===== config.mk =====
export PLATFORM = sky130hd
export DESIGN_NAME = lane_scorer
export DESIGN_NICKNAME = d
export VERILOG_FILES = /design/src/rtl/utt_pkg.sv /design/src/rtl/lane_shifter.sv /design/src/rtl/lane_scorer.sv
export SDC_FILE = /design/constraint.sdc
export NUM_CORES = 1
export LEC_CHECK = 0
export CAP_MARGIN = 20
export CORE_MARGIN = 4
export CORE_UTILIZATION = 54
export CTS_CLUSTER_DIAMETER = 60
export DETAILED_ROUTE_END_ITERATION = 10
export PLACE_DENSITY = 0.89
export SLEW_MARGIN = 40
export SYNTH_ARGS = -nofsm -noshare
export SYNTH_HDL_FRONTEND = slang
export SYNTH_SLANG_ARGS = --single-unit

===== constraint.sdc =====
create_clock -name clk -period 9.8 [get_ports clk]
set_input_delay 1.96 -clock clk [delete_from_list [all_inputs] [get_ports clk]]
set_output_delay 1.96 -clock clk [all_outputs]
set_load 0.005 [all_outputs]

===== src/rtl/utt_pkg.sv =====
// Shared types and saturating arithmetic for the rhythm-game note engine and score display.
package utt_pkg;

  typedef enum logic [1:0] {
    IDLE  = 2'd0,
    RUN   = 2'd1,
    PAUSE = 2'd2,
    DONE  = 2'd3
  } state_t;

  localparam int unsigned MAX_LANES = 8;
  localparam int unsigned VIEW_W    = 8;
  localparam int unsigned CNT_W     = $clog2(MAX_LANES + 1);

  function automatic int unsigned sat_add(input int unsigned a, input int unsigned b,
                                          input int unsigned max_v);
    return (a + b > max_v) ? max_v : a + b;
  endfunction

  function automatic int unsigned sat_sub(input int unsigned a, input int unsigned b);
    return (b > a) ? 0 : a - b;
  endfunction

  // Net up/down applied in one step so a same-cycle hit and miss cancel before clamping.
  function automatic int unsigned clamp_delta(input int unsigned base, input int unsigned up,
                                              input int unsigned down, input int unsigned max_v);
    return sat_add(sat_sub(base + up, down), 0, max_v);
  endfunction

endpackage


===== src/rtl/lane_shifter.sv =====
// One note lane: chart register, press edge detect and per-window judging.
// MISS_PENALTY_EN: a note shifted out unhit raises lost_c.
module lane_shifter
  import utt_pkg::*;
#(
  parameter int unsigned DEPTH = 64
) (
  input  logic              clk,
  input  logic              resetn,
  input  logic              load,
  input  logic              active,
  input  logic              tick,
  input  logic              press,
  input  logic [DEPTH-1:0]  chart_lane,
  output logic [VIEW_W-1:0] view,
  output logic              hit_c,
  output logic              miss_c,
  output logic              lost_c,
  output logic              empty_c
);

  logic [DEPTH-1:0] lane;
  logic [DEPTH-1:0] lane_nxt;
  logic             press_q;
  logic             judged;
  logic             rise;
  logic             note_ok;

  // Judge against the pre-shift hit window, then load/shift/clear.
  always_comb begin
    rise     = press & ~press_q;
    note_ok  = lane[0] & ~judged;
    hit_c    = active & rise & note_ok;
    miss_c   = active & rise & ~note_ok;
`ifdef MISS_PENALTY_EN
    lost_c   = active & tick & lane[0] & ~hit_c;
`else
    lost_c   = 1'b0;
`endif
    lane_nxt = lane;
    if (load) begin
      lane_nxt = chart_lane;
    end else if (active) begin
      if (tick) begin
        lane_nxt = lane >> 1;
      end else if (hit_c) begin
        lane_nxt[0] = 1'b0;
      end
    end
    empty_c = (lane_nxt == '0);
  end

  always_ff @(posedge clk) begin
    press_q <= press;
    if (resetn) begin
      lane   <= '0;
      judged <= 1'b0;
    end else begin
      lane <= lane_nxt;
      if (load || (active && tick)) begin
        judged <= 1'b0;
      end else if (hit_c) begin
        judged <= 1'b1;
      end
    end
  end

  assign view = lane[VIEW_W-1:0];

endmodule


===== src/rtl/lane_scorer.sv =====
// Multi-lane note engine: play/pause/done control plus score and combo keeping.
// MISS_PENALTY_EN (in lane_shifter): notes leaving unhit also count as misses.
module lane_scorer
  import utt_pkg::*;
#(
  parameter int unsigned NUM_LANES = 4,
  parameter int unsigned DEPTH     = 64,
  parameter int unsigned SCORE_W   = 8,
  parameter int unsigned COMBO_W   = 8
) (
  input  logic                         clk,
  input  logic                         resetn,
  input  logic                         running,
  input  logic                         lane_tick,
  input  logic [NUM_LANES-1:0]         press,
  input  logic [NUM_LANES*DEPTH-1:0]   chart,
  output logic [NUM_LANES*VIEW_W-1:0]  lane_view,
  output logic [SCORE_W-1:0]           score,
  output logic [COMBO_W-1:0]           combo,
  output logic [NUM_LANES-1:0]         hit,
  output logic [NUM_LANES-1:0]         miss,
  output logic                         done
);

  localparam int unsigned SCORE_MAX = 32'((64'd1 << SCORE_W) - 64'd1);
  localparam int unsigned COMBO_MAX = 32'((64'd1 << COMBO_W) - 64'd1);

  state_t                 state;
  logic [NUM_LANES-1:0]   hit_c;
  logic [NUM_LANES-1:0]   miss_c;
  logic [NUM_LANES-1:0]   lost_c;
  logic [NUM_LANES-1:0]   empty_c;
  logic [CNT_W-1:0]       hit_cnt;
  logic [CNT_W-1:0]       miss_cnt;
  logic                   all_empty;
  logic [SCORE_W-1:0]     score_nxt;
  logic [COMBO_W-1:0]     combo_nxt;

  for (genvar g = 0; g < NUM_LANES; g++) begin : g_lane
    lane_shifter #(.DEPTH(DEPTH)) u_lane (
      .clk        (clk),
      .resetn     (resetn),
      .load       (state == IDLE),
      .active     (state == RUN),
      .tick       (lane_tick),
      .press      (press[g]),
      .chart_lane (chart[g*DEPTH +: DEPTH]),
      .view       (lane_view[g*VIEW_W +: VIEW_W]),
      .hit_c      (hit_c[g]),
      .miss_c     (miss_c[g]),
      .lost_c     (lost_c[g]),
      .empty_c    (empty_c[g])
    );
  end

  // Combine all lanes' verdicts into one score/combo step.
  always_comb begin
    hit_cnt   = '0;
    miss_cnt  = '0;
    all_empty = 1'b1;
    for (int l = 0; l < NUM_LANES; l++) begin
      hit_cnt   = hit_cnt + CNT_W'(hit_c[l]);
      miss_cnt  = miss_cnt + CNT_W'(miss_c[l] | lost_c[l]);
      all_empty = all_empty & empty_c[l];
    end
    score_nxt = SCORE_W'(clamp_delta(32'(score), 32'(hit_cnt), 32'(miss_cnt), SCORE_MAX));
    combo_nxt = (miss_cnt != '0) ? '0 : COMBO_W'(sat_add(32'(combo), 32'(hit_cnt), COMBO_MAX));
  end

  always_ff @(posedge clk) begin
    if (resetn) begin
      state <= IDLE;
      score <= '0;
      combo <= '0;
      hit   <= '0;
      miss  <= '0;
      done  <= 1'b0;
    end else begin
      hit  <= '0;
      miss <= '0;
      case (state)
        IDLE: begin
          if (running) state <= RUN;
        end
        RUN: begin
          hit   <= hit_c;
          miss  <= miss_c | lost_c;
          score <= score_nxt;
          combo <= combo_nxt;
          if (all_empty) begin
            state <= DONE;
            done  <= 1'b1;
          end else if (!running) begin
            state <= PAUSE;
          end
        end
        PAUSE: begin
          if (running) state <= RUN;
        end
        DONE: begin
          done <= 1'b1;
        end
        default: state <= IDLE;
      endcase
    end
  end

endmodule


Yosys cells after proc, flatten, opt, wreduce, memory -nomap -nowiden
Index checks and enable logic that the tools add are counted.
{"block": "word_totals", "mem_bits_rw": 0, "output_inout_bits": 57, "regBits": 291, "romBits": 0, "inputBits": 264, "latchBits": 0, "memories": 0}
{"block": "classes", "bitwise": 36, "add_sub_neg": 9, "n_div": 0, "shift": 0, "eq_ne": 6, "n_lt_le_gt_ge": 3, "mul": 0, "muxes": 30, "reduce_logical": 15}
{"cell": "64-bit 2-to-1 mux", "n": 8}
{"cell": "64-bit zero test", "n": 4}
{"cell": "63-bit 2-to-1 mux", "n": 4}
{"cell": "32-bit by 8-bit greater-than comparator with 1-bit output, second input constant", "n": 1}
{"cell": "32-bit 2-to-1 mux", "n": 1}
{"cell": "8-bit 2-to-1 mux", "n": 3}
{"cell": "1-bit bitwise AND", "n": 23}
{"cell": "8-bit by 4-bit adder with 9-bit output", "n": 2}
{"cell": "1-bit NOT", "n": 13}
{"cell": "9-bit by 4-bit subtractor with 10-bit output", "n": 1}
{"cell": "4-bit by 9-bit greater-than comparator with 1-bit output", "n": 1}
{"cell": "9-bit by 8-bit greater-than comparator with 1-bit output, second input constant", "n": 1}
{"cell": "1-bit 2-to-1 mux", "n": 9}
{"cell": "3-bit by 1-bit adder with 4-bit output", "n": 2}
{"cell": "2-bit by 1-bit adder with 3-bit output", "n": 2}
{"cell": "2-bit 2-to-1 mux", "n": 3}
{"cell": "2-bit OR reduction", "n": 3}
{"cell": "1-bit by 1-bit adder with 2-bit output", "n": 2}
{"cell": "2-bit equality test, second input constant", "n": 2}
{"cell": "2-bit one-hot mux with 2 select lines", "n": 1}
{"cell": "2-bit nonzero test", "n": 2}
{"cell": "4-bit nonzero test", "n": 1}
{"cell": "3-bit inequality test, second input constant", "n": 1}
{"cell": "3-bit AND reduction", "n": 1}
{"cell": "8 further kinds", "n": 8}

Depth between registers and ports, before layout
Gate-level depths: netlist of the first run.
{"block": "depth", "word_depth": 14, "ltp_mapped": 20}

Cells and area by module
From an unflattened synthesis of the first run, not the netlist that was laid out.
{"block": "unflattened", "hier_cells": 1991, "hier_area_um2": 16515.8}
{"module": "lane_shifter", "area_each_um2": 3649.8, "cells_each": 441, "instances": 4}
{"module": "lane_scorer", "area_each_um2": 1916.8, "cells_each": 227, "instances": 1}

Worst setup path after synthesis of the first run
OpenSTA, ideal clock, no wires.
{"block": "synth_timing", "kind": "input to register", "from": "input press[1]", "to": "register score[3]", "t_arrival_ns": 5.805, "path_buffers": 0, "required_ns": 9.683, "slack_ns": 3.879, "stages": 16, "cell_sequence": "nor4bb_1 -> nand2_1 -> fa_1 -> inv_1 -> ha_1 -> ha_1 -> fa_1 -> xnor2_1 -> xnor2_1 -> ha_1 -> a21oi_1 -> nand2_1 -> o2111ai_1 -> and2_0 -> o21ai_0 -> a22o_1"}
{"block": "synth_via", "elab_chain_cells": 11, "word_cells_on_any_way": 16, "classes_between": "add/sub (8); order compare (2); mux (2); bitwise (4)"}
{"item": "start, declared", "line_no": "lane_scorer.sv:15", "source": "input logic [NUM_LANES-1:0] press,"}
{"item": "1-bit bitwise AND (*)", "line_no": "lane_shifter.sv:31", "source": "rise = press & ~press_q;"}
{"item": "1-bit bitwise AND (*)", "line_no": "lane_shifter.sv:33, lane_shifter.sv:34"}
{"item": "1-bit bitwise AND", "line_no": "lane_shifter.sv:33", "source": "hit_c = active & rise & note_ok;"}
{"item": "1-bit by 1-bit adder with 2-bit output", "line_no": "lane_scorer.sv:62", "source": "hit_cnt = hit_cnt + CNT_W'(hit_c[l]);"}
{"item": "2-bit by 1-bit adder with 3-bit output", "line_no": "lane_scorer.sv:62"}
{"item": "3-bit by 1-bit adder with 4-bit output", "line_no": "lane_scorer.sv:62"}
{"item": "8-bit by 4-bit adder with 9-bit output", "line_no": "utt_pkg.sv:27", "source": "return sat_add(sat_sub(base + up, down), 0, max_v);"}
{"item": "9-bit by 4-bit subtractor with 10-bit output / 4-bit by 9-bit greater-than comparator with 1-bit output (equally long branches)", "line_no": "utt_pkg.sv:21", "source": "return (b > a) ? 0 : a - b;"}
{"item": "32-bit 2-to-1 mux (*)", "line_no": "utt_pkg.sv:21"}
{"item": "32-bit by 8-bit greater-than comparator with 1-bit output", "line_no": "utt_pkg.sv:17", "source": "return (a + b > max_v) ? max_v : a + b;"}
{"item": "8-bit 2-to-1 mux (*)", "line_no": "utt_pkg.sv:17"}
{"item": "end signal, assigned", "line_no": "lane_scorer.sv:88", "source": "score <= score_nxt;"}
{"item": "end, declared", "line_no": "lane_scorer.sv:18", "source": "output logic [SCORE_W-1:0] score,"}
Mark *: on every way between the ends. The rest lies on a longest branch, timed or not.
A chain may end at the register's enable or synchronous reset.

Worst setup path in the final report of the first run
Same ends and word-level chain as after synthesis.

==> metrics.txt, run 1 <==
Post-Synth XOR/XNOR Area 0.00384; post-CTS sizing 0; setup TNS 0 ps; multiplexer area fraction after synthesis 0.00375; filler cell count 1860; Max-slew headroom 0.401; Reg clk slew, reported paths 60 ps; Hold Vio Cnt, Final 0; synth-to-layout area growth 29.5%; Nets around 2k; Clk pwr share 0.389; routed vias about 15k; main combinational cell family by area after synthesis compound AO/OA/AOI/OAI gates; row count 57; Post-synth EDFFs 0; post-synthesis register bit count 291; largest net degree at the start of global routing ~110; Setup Crit Path Kind in -> reg; die height 167 µm; worst-margin pin slew ~900 ps; Max Transition Viols Final 0; Routed WL between 50000 and 60000 µm; outcome complete, no violations; leakage roughly 6.6 nW; Seq/Total Area, Yosys 0.426; PD cells about 180 nW/µm²; total power 3.22 mW; Min Hold Slack 494 ps; clock latency on the worst-skew pair around 570 ps; hpwl dp 36900 µm; Initial Util 0.556; Unique masters post-synth 62; Die Wd about 170 µm; Max Clock Skew ~28 ps; cells after synthesis ~1.6k; Mapped Area around 14000 µm²; IO buf count 320; Post-Synth Simple-Gate Area 0.160; r2r setup slk roughly 4700 ps; Max Cap Viol 0; final core occ 0.720; sw power about 890 µW; Placer Congestion 0.948; fin crit share 0.649; DR WL/cell between 20 and 30 µm; Syn. warnings 0; drt pass-1 iters 7; Clock Path Buffers 3; CTS tree built; RSZ-0062 raised after global routing no; vias per inst between 6 and 7; hold crit path type reg -> reg; hold buffers post-CTS 0; Gate power share 0.189; DRC 0; ANT nets after route 0; Seq pwr share 0.422; CP endpoint kind flop; initial antenna violation count 5; # setup viols final 0; area of the core around 25000 µm²; startpoint class of the critical path primary input; first-pass GRT wire length approximately 80000 µm; data arrival time of the worst path a little under 7000 ps; initial DRC count between 2k and 3k; synthesized area per cell just under 9 µm²; layout cells sized above 1 0.0477; # IOs approximately 320; switching part of the total 0.277; vias in the first global route ~14k; Tmin final about 6400 ps; post-synthesis net count about 1.9k; setup repair bufs after CTS 0; post-synthesis adder-cell area fraction 0.0190; Post-synth ARST share 0; clk root buf clkbuf_16; htree depth 1; die area 27900 µm²; Req. time, crit path around 10000 ps; gr usage total 0.354; P_int 2.33 mW; clk sinks 291; VDD IR max ~0.15 mV; grt ovf 0; Synth Flop Type dfxtp_1; Num CTS Buffers 31; Synth Area in Compound Gates 0.318; Fmax achieved 0.157 GHz; highest net fanout along the worst path 6
-- power by group through the flow --
stage	Sequential (mW)	Clock, mW	Combinational, mW
2_1_floorplan	1.34	0	0.363
3_3_place_gp	1.37	0	0.577
3_5_place_dp	1.38	0	0.587
4_1_cts	1.35	1.25	0.593
5_1_grt	1.36	1.30	0.647
6_report	1.36	1.25	0.609
-- cell usage after synthesis, drive strengths merged (10+ instances only) --
| cell | number | area share |
|---|---|---|
| nand4 | 53 | 0.024 |
| clkbuf | 123 | 0.034 |
| a22o | 66 | 0.042 |
| and2 | 22 | 0.010 |
| nor3 | 46 | 0.017 |
| a32o | 55 | 0.040 |
| o2bb2ai | 10 | 0.0064 |
| inv | 22 | 0.0060 |
| dfxtp | 291 | 0.43 |
| buf | 64 | 0.029 |
| nand2b | 10 | 0.0046 |
| a22oi | 79 | 0.043 |
| nor2 | 225 | 0.062 |
| nand2 | 23 | 0.0063 |
| ha | 12 | 0.011 |
| nand3 | 14 | 0.0051 |
| o32ai | 42 | 0.027 |
| o22ai | 88 | 0.040 |
| nor2b | 10 | 0.0046 |
| o21ai | 25 | 0.010 |
| nor4 | 19 | 0.0087 |
| o22a | 59 | 0.038 |
| a21oi | 122 | 0.045 |
-- cell usage in the layout, fill, tap and decap left out, types with 12 or more instances in the layout --
| master | count |
|---|---|
| clkdlybuf4s50_1 | 318 |
| nor2_1 | 223 |
| a22oi_1 | 79 |
| ha_1 | 12 |
| dfxtp_1 | 289 |
| o32ai_1 | 42 |
| a21oi_1 | 122 |
| and2_1 | 20 |
| nor3_1 | 46 |
| nand4_1 | 53 |
| o21ai_0 | 22 |
| a32o_1 | 55 |
| o22ai_1 | 88 |
| a22o_1 | 66 |
| nor4_1 | 19 |
| o22a_1 | 59 |
| clkbuf_16 | 32 |
| nand2_1 | 21 |
| inv_1 | 20 |
| nand3_1 | 14 |
-- worst paths after layout --
| check | startpoint | end | cells past startpoint |
|---|---|---|---|
| hold / removal | g_lane[1].u_lane.judged | g_lane[1].u_lane.judged | 2 |
| hold reg to reg | g_lane[1].u_lane.judged | g_lane[1].u_lane.judged | 2 |
| setup reg to reg | state[1] | score[3] | 17 |
| setup / recovery | press[1] | score[3] | 17 |
-- per-layer routing --
layer	GRT usage	vias up	routed length, µm
met2	0.556	1217	23500
met5	0	-	21
met4	0.128	4	2500
met1	0.482	6861	20200
li1	-	6391	-
met3	0.0820	191	6770
-- through the flow --
stage	instances	cell area (µm²)	worst slack [ps]
after global routing	2108	17700	3110
after CTS	2105	17700	3490
after global placement	2049	16600	3010
after floorplan	1577	13700	3880
after detailed placement	2050	16600	2930
final	2108	17700	3440
-- final cells by class --
| type | instances | area [µm²] | area share |
|---|---|---|---|
| multi-input combinational | 1076 | 6940 | 0.392 |
| antenna | 3 | 7.51 | 0.000424 |
| tap | 324 | 405 | 0.0229 |
| inverter | 23 | 91.3 | 0.00516 |
| timing repair buffer | 336 | 3350 | 0.189 |
| sequential | 291 | 5830 | 0.329 |
| clock buffer | 44 | 896 | 0.0506 |
| clock inverter | 11 | 191 | 0.0108 |
-- flip-flops by register name, summed over array words and instances, names as in the netlist, 2 cells and up --
name	flops
combo	8
g_lane.u_lane.press_q	4
state	2
g_lane.u_lane.judged	4
hit	4
score	8
miss	4
g_lane.u_lane.lane	256
-- critical path, cell delays in order --
cell	delay (ps)
clkdlybuf4s50_1	510
nor4bb_1	390
nand2_1	170
fa_1	530
inv_1	40
ha_1	190
ha_1	370
fa_1	470
xnor2_1	160
xnor2_1	140
ha_1	320
a21oi_1	310
nand2_1	150
o2111ai_1	350
and2_0	340
o21ai_0	140
a22o_1	240
-- cells by family after synthesis --
logic type / after synthesis
flip-flops: 291
XOR/XNOR: 6
multiplexers: 5
adder cells (fa/ha/maj): 18
buffers and inverters: 210
AND/OR/NAND/NOR: 456
AO/OA/AOI/OAI: 591
No activity file was read; power rests on OpenSTA's default activity.
==> inputs of run 2 (changes only) <==
- CORE_UTILIZATION: 54 -> 46
- PLACE_DENSITY: 0.89 -> 0.81
- clock period: 9.8 -> 5.16 ns (I/O delays scaled with it)
==> run 2 against run 1 <==
Worst setup slack worse by 3200 ps. Die area up 17%. Worst hold slack worse by 15 ps. Clock power up 78%. Via count down 0.63%. Cell count up 4.9%. Critical path type unchanged. Largest power group unchanged.
==> metrics.txt, run 2 (synthesis results as in run 1) <==
outcome complete, no violations; Placed Cells 2153 (+5.0%); PD cells 332 nW/µm² (+83%); r2r endpoint score[3]; crit path from press[1]; first-pass GRT wire length 80900 µm (+1.4%); die area 32600 µm² (+17%); Die Wd 180 µm (+7.9%); total power 6.00 mW (+86%); final non-filler cell total 2212 (+4.9%); largest net degree at the start of global routing 99 (-13%); Reg area 5830 µm² (about the same); hpwl dp 39000 µm (+5.5%); setup TNS 0 ps (unchanged); die height 180 µm (+7.9%); gr usage total 0.308 (-0.0459); Max Clock Skew 28.3 ps (-0.114 ps); r2r setup slk 560 ps (-4130 ps); Max-slew headroom 0.469 (+0.0681); Setup Crit Path Kind in -> reg; clk root buf clkbuf_16; Initial Util 0.472 (-0.0845); Finished Cell Area 18100 µm² (+2.0%); Placer Congestion 0.911 (-3.9%); reg2reg start state[0]; layout cells sized above 1 0.0695 (+0.0218); htree depth 1 (unchanged); clock latency on the worst-skew pair 580 ps (about the same); hold buffers post-CTS 0 (unchanged); most frequent cells in the layout clkdlybuf4s50_1 (319), dfxtp_1 (289), nor2_1 (223), a21oi_1 (122), o22ai_1 (88); commonest non-fill, non-tap cell in the layout clkdlybuf4s50_1; ANT nets after route 0 (unchanged); DR WL/cell 24.5 µm (-2.7%); drt pass-1 iters 7 (unchanged); synth-to-layout area growth 32.0%; filler cell count 2456 (+32%); # setup viols final 0 (unchanged); clk sinks 291 (unchanged); Tmin final slightly below 5000 ps; data arrival time of the worst path 5400 ps (-1400 ps); DRC 0 (unchanged); vias in the first global route 13.8k (+0.45%); multi-input combinational cell area 6950 µm² (about the same); Max Cap Viol 0 (unchanged); Max Transition Viols Final 0 (unchanged); Hold Vio Cnt, Final 0 (unchanged); fin crit share 0.959; Largest Register g_lane.u_lane.lane; VDD IR max 0.283 mV (+90%); Fmax achieved 0.202 GHz; Routed WL 54100 µm (+2.1%); Nets 2084 (+2.2%); Clock Path Buffers 3 (unchanged); final core occ 0.623 (-0.0974); startpoint class of the critical path primary input; setup ws final 213 ps (-3230 ps); row count 62 (+8.8%); IO buf count 320 (unchanged); CP endpoint kind flop; initial DRC count 1969 (-27%); RSZ-0062 raised after global routing no; hold crit path type reg -> reg; max reg flops 256 (unchanged); Reg clk slew, reported paths 60 ps (about the same); routed vias 14.6k (-0.63%); r2r worst-path depth 17 (unchanged); dpl ws -321 ps (-3250 ps); Largest regs g_lane.u_lane.lane x256, combo x8, score x8; # IOs 321 (unchanged); Req. time, crit path 5610 ps (-4630 ps); vias per inst 6.59 (-5.3%); initial antenna violation count 0 (-5); area of the core 29000 µm² (+18%); highest net fanout along the worst path 5 (-1); Num CTS Buffers 31 (unchanged); CTS tree built; worst-margin pin slew 797 ps (-102 ps); grt ovf 0 (unchanged); Min Hold Slack 478 ps (-15.4 ps); DP Area 17000 µm² (+2.4%); critical path endpoint score[3]; leakage 6.73 nW (+2.8%)
-- run 2: cell types whose count changed in the layout (fill, tap and decap cells not counted), sizes merged --
cell,before,now
buf,18,61
bufinv,5,2
clkbuf,44,46
clkdlybuf4s50,318,319
clkinv,5,7
diode,3,1
inv,24,25
-- run 2: repair_timing --
item / 4_1_cts / 5_1_grt
gates resized for setup: 0 / 2
setup buffers: 0 / 0
setup endpoints to repair: 0 / 7
-- run 2: worst max-delay path, cell delays in order --
cell             delay [ps]
clkdlybuf4s50_1         500
nor4bb_2                360
nand2_1                 150
fa_1                    510
inv_1                    50
ha_1                    200
ha_1                    320
buf_4                   170
ha_1                    290
a21o_1                  160
a21oi_1                 160
nor2b_1                 120
o32ai_1                 500
nand4b_1                250
and3_1                  270
a22o_1                  190
a22o_1                  170
-- run 2: how the worst min path moves through the flow --
stage                                           end  cells after the start                      start
after CTS                                  combo[0]                      2                   combo[0]
after global routing      g_lane[2].u_lane.lane[63]                      2  g_lane[2].u_lane.lane[63]
final                                      combo[0]                      2                   combo[0]
after detailed placement                   combo[0]                      2                   combo[0]
after global placement                     combo[0]                      2                   combo[0]
after floorplan             g_lane[1].u_lane.judged                      2    g_lane[1].u_lane.judged
-- run 2: layout make-up --
class,count,area share
sequential,291,0.323
multi-input combinational,1076,0.385
inverter,23,0.00492
timing repair buffer,380,0.206
clock buffer,46,0.0483
clock inverter,11,0.00700
tap,384,0.0266
antenna,1,0.000139
-- run 2: per-layer routing --
| layer | track usage | wire [µm] | part of all wire |
|---|---|---|---|
| met2 | 0.495 | 24700 | 0.46 |
| met4 | 0.0898 | 1820 | 0.034 |
| met1 | 0.432 | 22000 | 0.41 |
| met3 | 0.0474 | 5590 | 0.10 |
| met5 | 0 | 0 | 0 |
-- run 2: power by group --
part	total, mW	switching, mW	internal, mW
logic	1.19	0.617	0.578
clock network	2.22	0.949	1.27
registers	2.58	0.155	2.43
==> inputs of run 3 (changes only) <==
- CORE_UTILIZATION: 46 -> 50
- CTS_CLUSTER_DIAMETER: 60 -> not set
- PLACE_DENSITY: 0.81 -> 0.83
- clock period: 5.16 -> 5.6 ns (I/O delays scaled with it)
==> run 3 against run 2 <==
Design area down 1.1%. Clock skew up 4.1 ps. Cell count down 2.9%. Sequential cell count unchanged. Sequential share of layout area up 0.38 points. Clock-buffer cell count down 1. Global-route usage up 2.0 points. Clock power down 5%. Non-clock buffer count down 26. Critical endpoint unchanged. Largest cell class unchanged.
==> metrics.txt, run 3 (synthesis results as in run 1) <==
ANT nets after route 0 (unchanged); fin crit share 0.923; IO buf count 320 (unchanged); startpoint class of the critical path primary input; sw power 1.56 mW (-9.1%); Seq pwr share 0.427 (-0.003); data arrival time of the worst path 5610 ps (+210 ps); Largest Register g_lane.u_lane.lane; area of the core 27000 µm² (-7.1%); Fmax achieved ~0.19 GHz; Crit path max-delay family adder cells; CP endpoint kind flop; routed vias 14.6k (-0.048%); largest net degree at the start of global routing 95 (-4.0%); Placer Congestion 0.943 (+3.5%); max reg flops 256 (unchanged); PD cells 311 nW/µm² (-6.3%); worst-margin pin slew 861 ps (+64.0 ps); Routed WL 53100 µm (-1.9%); die height 173 µm (-3.9%); Placed Cells 2084 (-3.2%); hold crit path type reg -> reg; hold buffers post-CTS 0 (unchanged); Max Cap Viol 0 (unchanged); Req. time, crit path 6040 ps (+430 ps); slowest stage delay, CP 550 ps (+40 ps); # IOs 321 (unchanged); die area 30100 µm² (-7.7%); Reg clk slew, reported paths 60 ps (about the same); final non-filler cell total 2147 (-2.9%); VDD IR max 0.267 mV (-5.8%); Largest regs g_lane.u_lane.lane x256, combo x8, score x8; DR WL/cell 24.7 µm (+1.0%); dpl ws -65.0 ps (+256 ps); layout cells sized above 1 0.0578 (-0.0117); most frequent cells in the layout clkdlybuf4s50_1 (319), dfxtp_1 (289), nor2_1 (223), a21oi_1 (122), o22ai_1 (88); grt ovf 0 (unchanged); Num CTS Buffers 31 (unchanged); Nets 2058 (-1.2%); RSZ-0062 raised after global routing no; switching part of the total 0.281 (-0.00548); # setup viols final 0 (unchanged); clock latency on the worst-skew pair 580 ps (about the same); htree depth 1 (unchanged); hpwl dp 37400 µm (-4.1%); slowest CP cell fa_1; r2r endpoint score[3]; Max Transition Viols Final 0 (unchanged); outcome complete, no violations; row count 60 (-3.2%); initial DRC count 2146 (+9.0%); setup ws final 433 ps (+219 ps); r2r worst-path depth 16 (-1); crit-path most repeated cell ha_1; Initial Util 0.508 (+0.0361); WP buf/inv 2 (-1); drt pass-1 iters 5 (-2); Clock Path Buffers 3 (unchanged); leakage 6.63 nW (-1.5%); initial antenna violation count 8 (+8); reg2reg start state[1]; Die Wd 173 µm (-3.9%); clk sinks 291 (unchanged); Setup Crit Path Kind in -> reg; clk root buf clkbuf_16; total power 5.55 mW (-7.4%); Hold EP g_lane[3].u_lane.lane[63]; first-pass GRT wire length 79700 µm (-1.5%); P_int 3.99 mW (-6.7%); CTS tree built; post-CTS sizing 0 (unchanged); Min Hold Slack 490 ps (+11.5 ps); Tmin final 5170 ps; Clk pwr share 0.379 (+0.009); Hold Vio Cnt, Final 0 (unchanged); setup repair bufs after CTS 0 (unchanged); Worst Hold Depth 2 (unchanged); gr usage total 0.328 (+0.0199); vias in the first global route 13.6k (-1.4%); synth-to-layout area growth 30.5%; Max-slew headroom 0.426 (-0.0427); vias per inst 6.78 (+3.0%); Gate power share 0.194 (-0.005); r2r setup slk 780 ps (+220 ps); DRC 0 (unchanged); cells along the critical path clkdlybuf4s50_1 -> nor4bb_1 -> nand2_1 -> fa_1 -> inv_1 -> ha_1 -> ha_1 -> fa_1 -> xnor2_1 -> xnor2_1 -> ha_1 -> a21oi_1 -> nand2_1 -> o2111ai_1 -> and2_0 -> o21ai_0 -> a22o_1; commonest non-fill, non-tap cell in the layout clkdlybuf4s50_1; Max Clock Skew 32.4 ps (+4.11 ps); Hold Path Origin g_lane[3].u_lane.lane[63]; highest net fanout along the worst path 6 (+1)
run 3: cell count changes in the layout (fill, tap and decap cells not counted), sizes merged:
cell and delta:
bufinv +1, clkinv -1, diode +5, buf -26, clkbuf -1
run 3: power groups by stage:
stage	clock network, mW	logic, mW	registers [mW]
global route	2.20	1.15	2.38
CTS	2.11	1.05	2.36
detailed placement	0	1.04	2.41
global placement	0	1.03	2.40
finish	2.11	1.08	2.37
floorplan	0	0.635	2.35
run 3: how the worst max path moves through the flow:
| stage | start | to | slack (ps) | cells after the start |
|---|---|---|---|---|
| 2_1_floorplan | press[1] | score[3] | 520 | 16 |
| 3_3_place_gp | press[1] | score[3] | -20 | 17 |
| 3_5_place_dp | press[1] | score[3] | -60 | 17 |
| 4_1_cts | press[1] | score[3] | 500 | 17 |
| 5_1_grt | press[1] | score[3] | 190 | 17 |
| 6_report | press[1] | score[3] | 430 | 17 |
run 3: worst reg2reg max path, stage by stage (launching register included):
cell and delay [ps]:
dfxtp_4 350, nor2b_2 550, nand4_1 310, fa_1 600, inv_1 40, ha_1 200, ha_1 320, fa_1 440
xnor2_1 160, xnor2_1 150, ha_1 320, a21oi_1 200, nand2_1 120, o2111ai_1 260, and2_0 320, o21ai_0 140
a22o_1 240
run 3: layout make-up:
class,instances,area [µm²]
multi-input cells,1076,6940
clock buffers,45,898
flip-flops and latches,291,5830
clock inverters,11,140
well taps,341,427
inverters,23,88.8
repair buffers,354,3520
diodes,6,15.0
fillers,2243,9090
run 3: per-layer routing:
metal	global-route usage	routed length, µm	vias to the layer above
met5	0	23	-
met4	0.125	2380	4
met3	0.0567	5830	138
met2	0.507	23700	1022
met1	0.461	21200	6982
li1	-	-	6418
run 3: through the flow:
stage          TNS, ps  utilization  cell area (µm²)
3_3_place_gp     -19.3        0.622            16800
2_1_floorplan        0            -            13700
4_1_cts              0        0.661            17800
6_report             0        0.663            17900
3_5_place_dp     -97.6        0.622            16800
5_1_grt              0        0.663            17900
